**config.mk**
```make
export PLATFORM = sky130hd
export DESIGN_NAME = cam_bob_line_sequencer
export DESIGN_NICKNAME = d
export VERILOG_FILES = /design/src/rtl/cam_bob_pkg.sv /design/src/rtl/cam_bob_read_sequencer.sv /design/src/rtl/cam_bob_line_sequencer.sv
export SDC_FILE = /design/constraint.sdc
export NUM_CORES = 1
export LEC_CHECK = 0
export ABC_AREA = 0
export CORE_MARGIN = 3
export CORE_UTILIZATION = 31
export CTS_CLUSTER_SIZE = 14
export DETAILED_ROUTE_END_ITERATION = 8
export SLEW_MARGIN = 20
export SYNTH_ARGS = -nofsm -noshare
export SYNTH_HDL_FRONTEND = slang
export SYNTH_HIERARCHICAL = 1
export SYNTH_SLANG_ARGS = --single-unit
```
**constraint.sdc**
```tcl
create_clock -name cam_pclk -period 3.06 [get_ports cam_pclk]
set_input_delay 0.306 -clock cam_pclk [delete_from_list [all_inputs] [get_ports cam_pclk]]
set_output_delay 0.306 -clock cam_pclk [all_outputs]
set_load 0.02 [all_outputs]
```
**src/rtl/cam_bob_pkg.sv**
```systemverilog
// Shared widths, read-FSM encoding and output line-number arithmetic for the bob line sequencer.
// Pure declarations: no latency, no flow control.
package cam_bob_pkg;
   localparam int ADDR_W_DEF = 10;
   localparam int LINE_IDX_W = 11;
   localparam int DROP_CNT_W = 8;
   localparam int K_W        = 10;

   typedef enum logic [1:0] {
      R_IDLE   = 2'd0,
      R_FIRST  = 2'd1,
      R_SECOND = 2'd2
   } rd_state_e;

   // Each input line k of field parity p becomes output lines 2k+p and 2k+p+1.
   function automatic logic [LINE_IDX_W-1:0] line_idx(input logic [K_W-1:0] k,
                                                      input logic p,
                                                      input logic rep);
      return LINE_IDX_W'({k, 1'b0}) + LINE_IDX_W'(p) + LINE_IDX_W'(rep);
   endfunction
endpackage

```
**src/rtl/cam_bob_read_sequencer.sv**
```systemverilog
// Emits each stored bank twice (first, then bob duplicate); rd_start one cycle after the trigger.
// Backpressure: waits on rd_done indefinitely; releases the bank combinationally on the final rd_done.
module cam_bob_read_sequencer
   import cam_bob_pkg::*;
(
   input  logic                    cam_pclk,
   input  logic                    cam_resetn,
   input  logic [1:0]              full_i,
   input  logic [1:0][K_W-1:0]     bank_k_i,
   input  logic [1:0]              bank_p_i,
   input  logic                    rd_done_i,
   output logic                    rd_start_o,
   output logic                    rd_bank_o,
   output logic                    rd_repeat_o,
   output logic [LINE_IDX_W-1:0]   rd_line_idx_o,
   output logic                    clr_vld_o,
   output logic                    clr_bank_o
);
   rd_state_e             state_q;
   logic                  rd_ptr_q;
   logic                  start_q;
   logic                  bank_q;
   logic                  rep_q;
   logic [LINE_IDX_W-1:0] idx_q;

   always_ff @(posedge cam_pclk or negedge cam_resetn) begin
      if (!cam_resetn) begin
         state_q  <= R_IDLE;
         rd_ptr_q <= 1'b0;
         start_q  <= 1'b0;
         bank_q   <= 1'b0;
         rep_q    <= 1'b0;
         idx_q    <= '0;
      end else begin
         start_q <= 1'b0;
         case (state_q)
            R_IDLE: begin
               if (full_i[rd_ptr_q]) begin
                  start_q <= 1'b1;
                  bank_q  <= rd_ptr_q;
                  rep_q   <= 1'b0;
                  idx_q   <= line_idx(bank_k_i[rd_ptr_q], bank_p_i[rd_ptr_q], 1'b0);
                  state_q <= R_FIRST;
               end
            end
            R_FIRST: begin
               if (rd_done_i) begin
                  start_q <= 1'b1;
                  rep_q   <= 1'b1;
                  idx_q   <= line_idx(bank_k_i[rd_ptr_q], bank_p_i[rd_ptr_q], 1'b1);
                  state_q <= R_SECOND;
               end
            end
            R_SECOND: begin
               if (rd_done_i) begin
                  rd_ptr_q <= ~rd_ptr_q;
                  state_q  <= R_IDLE;
               end
            end
            default: state_q <= R_IDLE;
         endcase
      end
   end

   // Full bit clears on the same edge the FSM returns to idle, so idle never sees a stale bank.
   assign clr_vld_o     = (state_q == R_SECOND) && rd_done_i;
   assign clr_bank_o    = rd_ptr_q;
   assign rd_start_o    = start_q;
   assign rd_bank_o     = bank_q;
   assign rd_repeat_o   = rep_q;
   assign rd_line_idx_o = idx_q;
endmodule

```
**src/rtl/cam_bob_line_sequencer.sv**
```systemverilog
// Ping-pong line capture for bob deinterlace; pixel writes lag cam_line_valid by one cycle.
// Backpressure: a line arriving while its target bank is still full is dropped and counted.
module cam_bob_line_sequencer
   import cam_bob_pkg::*;
#(
   parameter int ADDR_W = ADDR_W_DEF
) (
   input  logic                    cam_pclk,
   input  logic                    cam_resetn,
   input  logic                    cam_line_valid,
   input  logic                    cam_field_toggle,
   input  logic                    cam_field_odd,
   output logic                    buf_wr_en,
   output logic                    buf_wr_bank,
   output logic [ADDR_W-1:0]       buf_wr_addr,
   output logic                    rd_start,
   output logic                    rd_bank,
   output logic                    rd_repeat,
   output logic [LINE_IDX_W-1:0]   rd_line_idx,
   input  logic                    rd_done,
   output logic                    line_dropped,
   output logic [DROP_CNT_W-1:0]   drop_count
);
   logic                  lv_q, tg_q;
   logic [K_W-1:0]        k_q, cur_k_q;
   logic                  p_q, cur_p_q;
   logic                  wr_ptr_q;
   logic [1:0]            full_q, full_d;
   logic [1:0][K_W-1:0]   bank_k_q;
   logic [1:0]            bank_p_q;
   logic                  act_q;
   logic [ADDR_W:0]       pix_q;
   logic                  wr_en_q, wr_bank_q;
   logic [ADDR_W-1:0]     wr_addr_q;
   logic                  drop_q;
   logic [DROP_CNT_W-1:0] drop_cnt_q;

   logic                  line_rise, line_fall, tog_edge, accept, store;
   logic [K_W-1:0]        k_eff;
   logic                  p_eff;
   logic                  clr_vld, clr_bank;

   assign line_rise = cam_line_valid & ~lv_q;
   assign line_fall = ~cam_line_valid & lv_q;
   assign tog_edge  = cam_field_toggle ^ tg_q;
   // A boundary coinciding with a line start applies to that line.
   assign k_eff     = tog_edge ? '0 : k_q;
   assign p_eff     = tog_edge ? cam_field_odd : p_q;
   assign accept    = line_rise & ~full_q[wr_ptr_q];
   assign store     = line_fall & act_q;

   always_comb begin
      full_d = full_q;
      if (clr_vld) full_d[clr_bank] = 1'b0;
      if (store)   full_d[wr_ptr_q] = 1'b1;
   end

   always_ff @(posedge cam_pclk or negedge cam_resetn) begin
      if (!cam_resetn) begin
         lv_q       <= 1'b1;
         tg_q       <= 1'b0;
         k_q        <= '0;
         p_q        <= 1'b0;
         cur_k_q    <= '0;
         cur_p_q    <= 1'b0;
         wr_ptr_q   <= 1'b0;
         full_q     <= 2'b00;
         bank_k_q   <= '0;
         bank_p_q   <= 2'b00;
         act_q      <= 1'b0;
         pix_q      <= '0;
         wr_en_q    <= 1'b0;
         wr_bank_q  <= 1'b0;
         wr_addr_q  <= '0;
         drop_q     <= 1'b0;
         drop_cnt_q <= '0;
      end else begin
         lv_q   <= cam_line_valid;
         tg_q   <= cam_field_toggle;
         full_q <= full_d;
         drop_q <= 1'b0;

         if (tog_edge) begin
            k_q <= '0;
            p_q <= cam_field_odd;
         end
         if (line_rise) k_q <= k_eff + K_W'(1);

         if (accept) begin
            act_q     <= 1'b1;
            cur_k_q   <= k_eff;
            cur_p_q   <= p_eff;
            wr_bank_q <= wr_ptr_q;
            wr_en_q   <= 1'b1;
            wr_addr_q <= '0;
            pix_q     <= (ADDR_W+1)'(1);
         end else if (act_q && cam_line_valid) begin
            // Pixels past the end of the bank are discarded; the address parks at the last slot.
            if (!pix_q[ADDR_W]) begin
               wr_en_q   <= 1'b1;
               wr_addr_q <= pix_q[ADDR_W-1:0];
               pix_q     <= pix_q + (ADDR_W+1)'(1);
            end else begin
               wr_en_q <= 1'b0;
            end
         end else begin
            wr_en_q <= 1'b0;
         end

         if (line_rise && full_q[wr_ptr_q]) begin
            drop_q <= 1'b1;
            if (drop_cnt_q != '1) drop_cnt_q <= drop_cnt_q + DROP_CNT_W'(1);
         end

         if (store) begin
            act_q              <= 1'b0;
            bank_k_q[wr_ptr_q] <= cur_k_q;
            bank_p_q[wr_ptr_q] <= cur_p_q;
            wr_ptr_q           <= ~wr_ptr_q;
         end
      end
   end

   cam_bob_read_sequencer u_rd_seq (
      .cam_pclk      (cam_pclk),
      .cam_resetn    (cam_resetn),
      .full_i        (full_q),
      .bank_k_i      (bank_k_q),
      .bank_p_i      (bank_p_q),
      .rd_done_i     (rd_done),
      .rd_start_o    (rd_start),
      .rd_bank_o     (rd_bank),
      .rd_repeat_o   (rd_repeat),
      .rd_line_idx_o (rd_line_idx),
      .clr_vld_o     (clr_vld),
      .clr_bank_o    (clr_bank)
   );

   assign buf_wr_en    = wr_en_q;
   assign buf_wr_bank  = wr_bank_q;
   assign buf_wr_addr  = wr_addr_q;
   assign line_dropped = drop_q;
   assign drop_count   = drop_cnt_q;
endmodule

```
Word-level counts from Yosys, hierarchy flattened
Index checks and enable logic that the tools add are counted.

storage, ports and cells
  bits in registers = 99
  input bits = 6
  output and inout bits = 35
  logic and storage cells = 115

operators by class
  $add $sub $neg = 5
  magnitude comparators = 4
  equality and inequality tests = 7
  mux-type cells = 46
  bitwise gates (word level) = 13
  reduce and logical (&&, ||, !) cells = 15

operators by type and width
  operator               count
  $mux 10                8
  $mux 11                5
  $add 11x1->11 const B  2
  $pmux 11 s2            1
  $bwmux 20              1
  $mux 1                 19
  $add 11x1->11          1
  $add 10x1->10 const B  1
  $demux 10 s1           1
  $mux 2                 5
  $add 8x1->8 const B    1
  $ne 8x8->1 const B     1
  $reduce_and 2->1       4
  $pmux 2 s3             1
  $reduce_and 3->1       2
  $reduce_bool 2->1      3
  $logic_and 1x1->1      5
  $not 1->1              5
  $and 1x1->1            4
  $lt 1x2->1 const B     2
  $ne 2x1->1 const B     2
  $ne 2x2->1 const B     2
  $pmux 1 s2             2
  $and 2x2->2            1
  other kinds (9)        11

Logic depth before layout (Yosys ltp)
  depth after elaboration = 9
  depth in mapped cells = 9

By module
Netlist, hierarchy kept.

by module, submodules not included
  module                  instances  cells each  area an instance (um^2)  seq. area each (um^2)
  cam_bob_line_sequencer  1          313         3464.6                   2053.2
  cam_bob_read_sequencer  1          119         1123.6                   425.4

Least setup slack after synthesis
OpenSTA, ideal clock, no wires.

  path kind = reg-to-reg
  from = reg u_rd_seq.rd_ptr_q, in the netlist u_rd_seq/clr_bank_o
  to = reg u_rd_seq.idx_q[8], in the netlist u_rd_seq/rd_line_idx_o[8]
  setup time = 0.124 ns
  arrival = 2.025 ns
  slack = 0.911 ns
  cell stages (with the launch flop) = 10
  clock period less this slack = 2.149 ns
  cells stage by stage = dfrtp_1 > buf_4 > buf_6 > buf_2 > mux2_2 > ha_1 > nand3b_1 > a2111oi_1 > a211o_1 > nand3_1

on the way
  longest elaborated chain between the ends = 6
  elaborated cells on any way between the ends = 13
  classes of those cells = 2 x add/sub; 1 x eq/ne; 9 x mux; 1 x reduce/logical

RTL lines
  element                                                                      line                                                        RTL
  start, declared                                                              cam_bob_read_sequencer.sv:20                                logic rd_ptr_q;
  start signal, assigned                                                       cam_bob_read_sequencer.sv:56                                rd_ptr_q <= ~rd_ptr_q;
  $mux 1 (implied by the code) / $mux 10 (equally long branches) (2 in a row)  cam_bob_read_sequencer.sv:42, cam_bob_read_sequencer.sv:50
  $add 11x1->11 (2 in a row)                                                   cam_bob_pkg.sv:19                                           return LINE_IDX_W'({k, 1'b0}) + LINE_IDX_W'(p) + LINE_IDX_W'(rep);
  $mux 11                                                                      cam_bob_read_sequencer.sv:47                                if (rd_done_i) begin
  $pmux 11 s2                                                                  cam_bob_read_sequencer.sv:36                                case (state_q)
  end signal, assigned                                                         cam_bob_read_sequencer.sv:42                                idx_q <= line_idx(bank_k_i[rd_ptr_q], bank_p_i[rd_ptr_q], 1'b0);
  end signal, assigned                                                         cam_bob_read_sequencer.sv:50                                idx_q <= line_idx(bank_k_i[rd_ptr_q], bank_p_i[rd_ptr_q], 1'b1);
  end, declared                                                                cam_bob_read_sequencer.sv:24                                logic [LINE_IDX_W-1:0] idx_q;

Several ways; a longest one is shown, not always the timed one. The select of a mux whose other input is x is not followed.
A chain may end at the register's enable or synchronous reset.

Worst setup path in the final report
  from = in cam_field_toggle
  to = reg k_q[6]

on the way
  longest elaborated chain between the ends = 4

RTL lines
  element               line                          RTL
  start, declared       cam_bob_line_sequencer.sv:11  input logic cam_field_toggle,
  $xor 1x1->1           cam_bob_line_sequencer.sv:45  assign tog_edge = cam_field_toggle ^ tg_q;
  $mux 10               n/a
  via k_eff[0]          cam_bob_line_sequencer.sv:39  logic [K_W-1:0] k_eff;
  $add 10x1->10         cam_bob_line_sequencer.sv:87  if (line_rise) k_q <= k_eff + K_W'(1);
  $mux 10               cam_bob_line_sequencer.sv:87
  end signal, assigned  cam_bob_line_sequencer.sv:87
  end, declared         cam_bob_line_sequencer.sv:25  logic [K_W-1:0] k_q, cur_k_q;

The timed path passes the listed nets, and every way through them passes these cells.

==> results.md <==
Status:
- The run finished with clean final reports.

STA:
- The number of max-slew violations in the final report was 0.
- Static timing analysis puts the maximum clock frequency at 468 MHz.
- The worst hold-check slack is 0.373 ns.
- The total negative slack for setup checks is 0 ns.
- Setup repair after global routing left no endpoint under its margin.
- The relative max-transition margin is 46.8%.
- The final setup skew is 0.00651 ns.
- The number of failing hold endpoints at the final stage came to 0.
- At the pin with the least slew margin, the transition time is 0.793 ns.
- Dividing the final minimum period by the clock period gives 69.8%.
- The minimum clock period is 2.13 ns.
- The number of failing setup endpoints in the final timing report is 0.

Clock tree:
- The latest clock arrival within the worst-skew pair is 0.35 ns.
- The TritonCTS clock tree is built.
- Buffers inserted to repair hold after CTS numbered 1.
- The clock net in this run drives a total of 99 sinks.
- The maximum level of the CTS H-tree is 3.
- Clock tree synthesis selected as its root buffer the cell clkbuf_16.
- The clock transition time at the flip-flop clock pins of the worst setup and hold paths is 0.07 ns.
- The clock buffer count from CTS is 9.
- The number of gates resized after CTS is 0.
- Once the clock tree was built, the setup fixing pass inserted 0 buffers.
- The longest clock path from root to sink contains 2 buffers.

GRT:
- Global routing consumed, on the met1 layer, 15.9% of the routing resources.
- The number of global-route vias before repair is 3094.
- Global routing consumed, over all layers together, 11.5% of the routing resources.
- The number of antenna violations at the first check in global routing is 0.
- Global routing finished with a remaining overflow of 0.
- The met3 track utilization from global routing is 3.79%.
- After global routing, the most crowded layer is met2.
- The maximum number of pins on one net before global-route repair is 83.
- The first global-routing pass estimated 15.2 mm of wire.
- The met2 usage in global routing is 17.2%.

Logic synthesis:
- The count of flip-flops with a built-in enable after synthesis is 0.
- The most used flip-flop cell after synthesis is dfrtp_1.
- The netlist area before placement is 4590 um^2.
- The number of distinct standard cells referenced by the synthesized netlist is 46.
- Counting every instance in the synthesized netlist gives 432.
- Of all flip-flops after synthesis, the portion carrying an async set or reset was 100%.
- Averaged over all synthesized cells, the footprint is 10.6 um^2.
- Sequential cells were found to cover 54.0% of the synthesized design area.
- The number of warnings printed during yosys synthesis is 6.
- The synthesized design contains 99 register bits.
- The number of nets handed over by synthesis was 442.

Routing:
- The detail route stage leaves a number of antenna-violating nets equal to 0.
- After detailed routing, the number of vias per cell comes to 4.84.
- The routed wire length is 8.88 mm.
- In this run, the number of DRC markers left after iteration 0 of detailed routing was 235.
- Dividing the detail-routed wire length by the instance count gives 13.5 um.
- The final route contains 3187 vias.
- The post-route DRC violation count is 0.
- The first TritonRoute pass finished after 6 iterations.

Power and ir drop:
- For this design the static power due to leakage is 2.42 nW.
- The total design power is 0.00414 W.
- IR analysis of the VDD net gives a maximum drop of 0.262 mV.
- The areal power density over the cells is 757 nW/um^2.

Die:
- The row count is 43.
- The die covers 16300 um^2.
- 41 I/O pins were placed.
- After floorplanning, the core was sized to cover 14100 um^2.
- The die is 128 um tall.
- The die width is 128 um.
- Once the floorplan was initialized, standard cells occupied 32.4% of the core.

Final layout:
- From synthesis to final layout, the design area changed by 19.1%.
- The final net count is 483.
- The number of antenna diodes in the final layout is 0.
- In the layout the commonest cells are dfrtp_1 (98), nand2_1 (83), clkdlybuf4s50_1 (39).
- Cells with a size suffix above 1 make up 14.2% of the layout.
- The library cell used most frequently in the layout, excluding fill and tap cells, is dfrtp_1.
- The number of filler instances in the final layout is 1375.

Worst setup path:
- In this run the register-to-register setup slack is 0.95 ns.
- Of all nets on the critical path, the largest fanout is 10.
- The launch instance of the worst register-to-register path is u_rd_seq/clr_bank_o.
- The endpoint of the lowest-slack register-to-register path is u_rd_seq/rd_line_idx_o[10].
- The kind of cell adding the most delay to the critical path is XOR/XNOR gates.
- The number of cells on the worst reg-to-reg path is 5.
- The critical path endpoint category is a flop.
- The type of the worst setup path is in2reg.
- The kind of start point of the critical path is an input pin.
- Counting both buffers and inverters, the worst setup path holds a total of 2.
- Tracing the worst setup path back leads to its startpoint at cam_field_toggle.
- Walking the worst path, the cells encountered are clkdlybuf4s50_1 > xnor2_1 > nand2_1 > inv_1 > ha_1 > nand4_1 > xor2_1 > nor2_1.
- At the worst endpoint, the arrival time is 2.41 ns.
- The instance count on the critical path is 8.
- The required time of the critical path is 3.33 ns.
- On the worst path, the slowest cell contributes a delay of 0.66 ns.
- The end point of the critical path is k_q[6].
- Among all stages on the critical path, the largest delay is contributed by xnor2_1.

Place:
- Summed over all nets, the half-perimeter wirelength after detailed placement is 6.08 mm.
- The number of port buffers is 40.
- The global placement routability congestion is 0.770.

Flow run:
- The number of violations of the max-capacitance limit is 0.

Min path:
- The path class of the tightest hold or removal check is in2async.
==> area by class of cell <==
cell class | count | area, um^2 | share of cell area (%)
clock buffers | 9 | 225 | 4.12
clock inverters | 7 | 75.1 | 1.37
well taps | 180 | 225 | 4.12
multi-input cells | 307 | 1960 | 35.9
repair buffers | 47 | 465 | 8.51
flip-flops and latches | 99 | 2480 | 45.3
inverters | 9 | 33.8 | 0.618
==> routing by layer <==
metal | up-vias | part of all wire, %
met4 | 0 | 1.1
met1 | 1562 | 51
met2 | 35 | 45
li1 | 1580 | -
met3 | 10 | 3.7
met5 | - | 0
==> registers in the layout (all words and copies together), names as in the netlist, 2 cells and up <==
register and flops:
buf_wr_addr 10, u_rd_seq/rd_line_idx_o 11, u_rd_seq/state_q 2, bank_k_q 20
drop_count 8, k_q 10, pix_q 11, cur_k_q 10
bank_p_q 2, full_q 2
==> power by group <==
part	switching [W]	internal [W]	total (W)	leakage, nW
sequential	0.000246	0.00153	0.00178	1.32
combinational	0.000668	0.000537	0.00120	0.948
clock	0.000513	0.000641	0.00115	0.151
total	0.00143	0.00271	0.00414	2.42
==> kinds of logic (layout without fill, tap and decap cells) <==
logic type               count (synthesis)  count (layout)  share of synthesized area, %
buffers and inverters                   26              72                          3.19
AO/OA/AOI/OAI                           54              54                          7.04
adder cells (fa/ha/maj)                  4               4                          1.09
flip-flops                              99              99                          54.0
XOR/XNOR                                26              26                          4.96
AND/OR/NAND/NOR                        177             177                          18.6
multiplexers                            46              46                          11.1
==> Yosys cell counts, types with 5 or more instances <==
cell      n  area [um^2]
dfrtp_1  98         2450
mux2_2   36          405
xnor2_1  12          105
xor2_1   14          123
o21ai_0  20          100
a21oi_1  16         80.1
buf_2     5         25.0
nand2_1  83          312
nor2_1   20         75.1
mux2i_1   9         90.1
nand4_1  10         62.6
inv_1     9         33.8
nor3_1    7         35.0
nand3_1  22          110
nor4_1    5         31.3
==> per-stage QoR <==
step	utilization [%]	cells	setup slack [ns]	instance area (um^2)
after detailed placement	36.4	641	0.596	5160
final	38.6	658	0.925	5470
after CTS	38.6	658	0.925	5470
after global placement	36.4	641	0.742	5160
after global routing	38.6	658	0.689	5470
after floorplan	-	432	0.911	4590
==> worst min-delay path by stage <==
stage / endpoint / slack, ns / cells past startpoint
6_report: u_rd_seq/rd_line_idx_o[1] / 0.37 / 2
5_1_grt: u_rd_seq/rd_line_idx_o[1] / 0.40 / 2
4_1_cts: u_rd_seq/rd_line_idx_o[1] / 0.36 / 2
3_5_place_dp: u_rd_seq/rd_line_idx_o[7] / 0.20 / 1
3_3_place_gp: u_rd_seq/rd_line_idx_o[7] / 0.19 / 1
2_1_floorplan: act_q / 0.01 / 0
No activity file was read; power rests on OpenSTA's default activity.
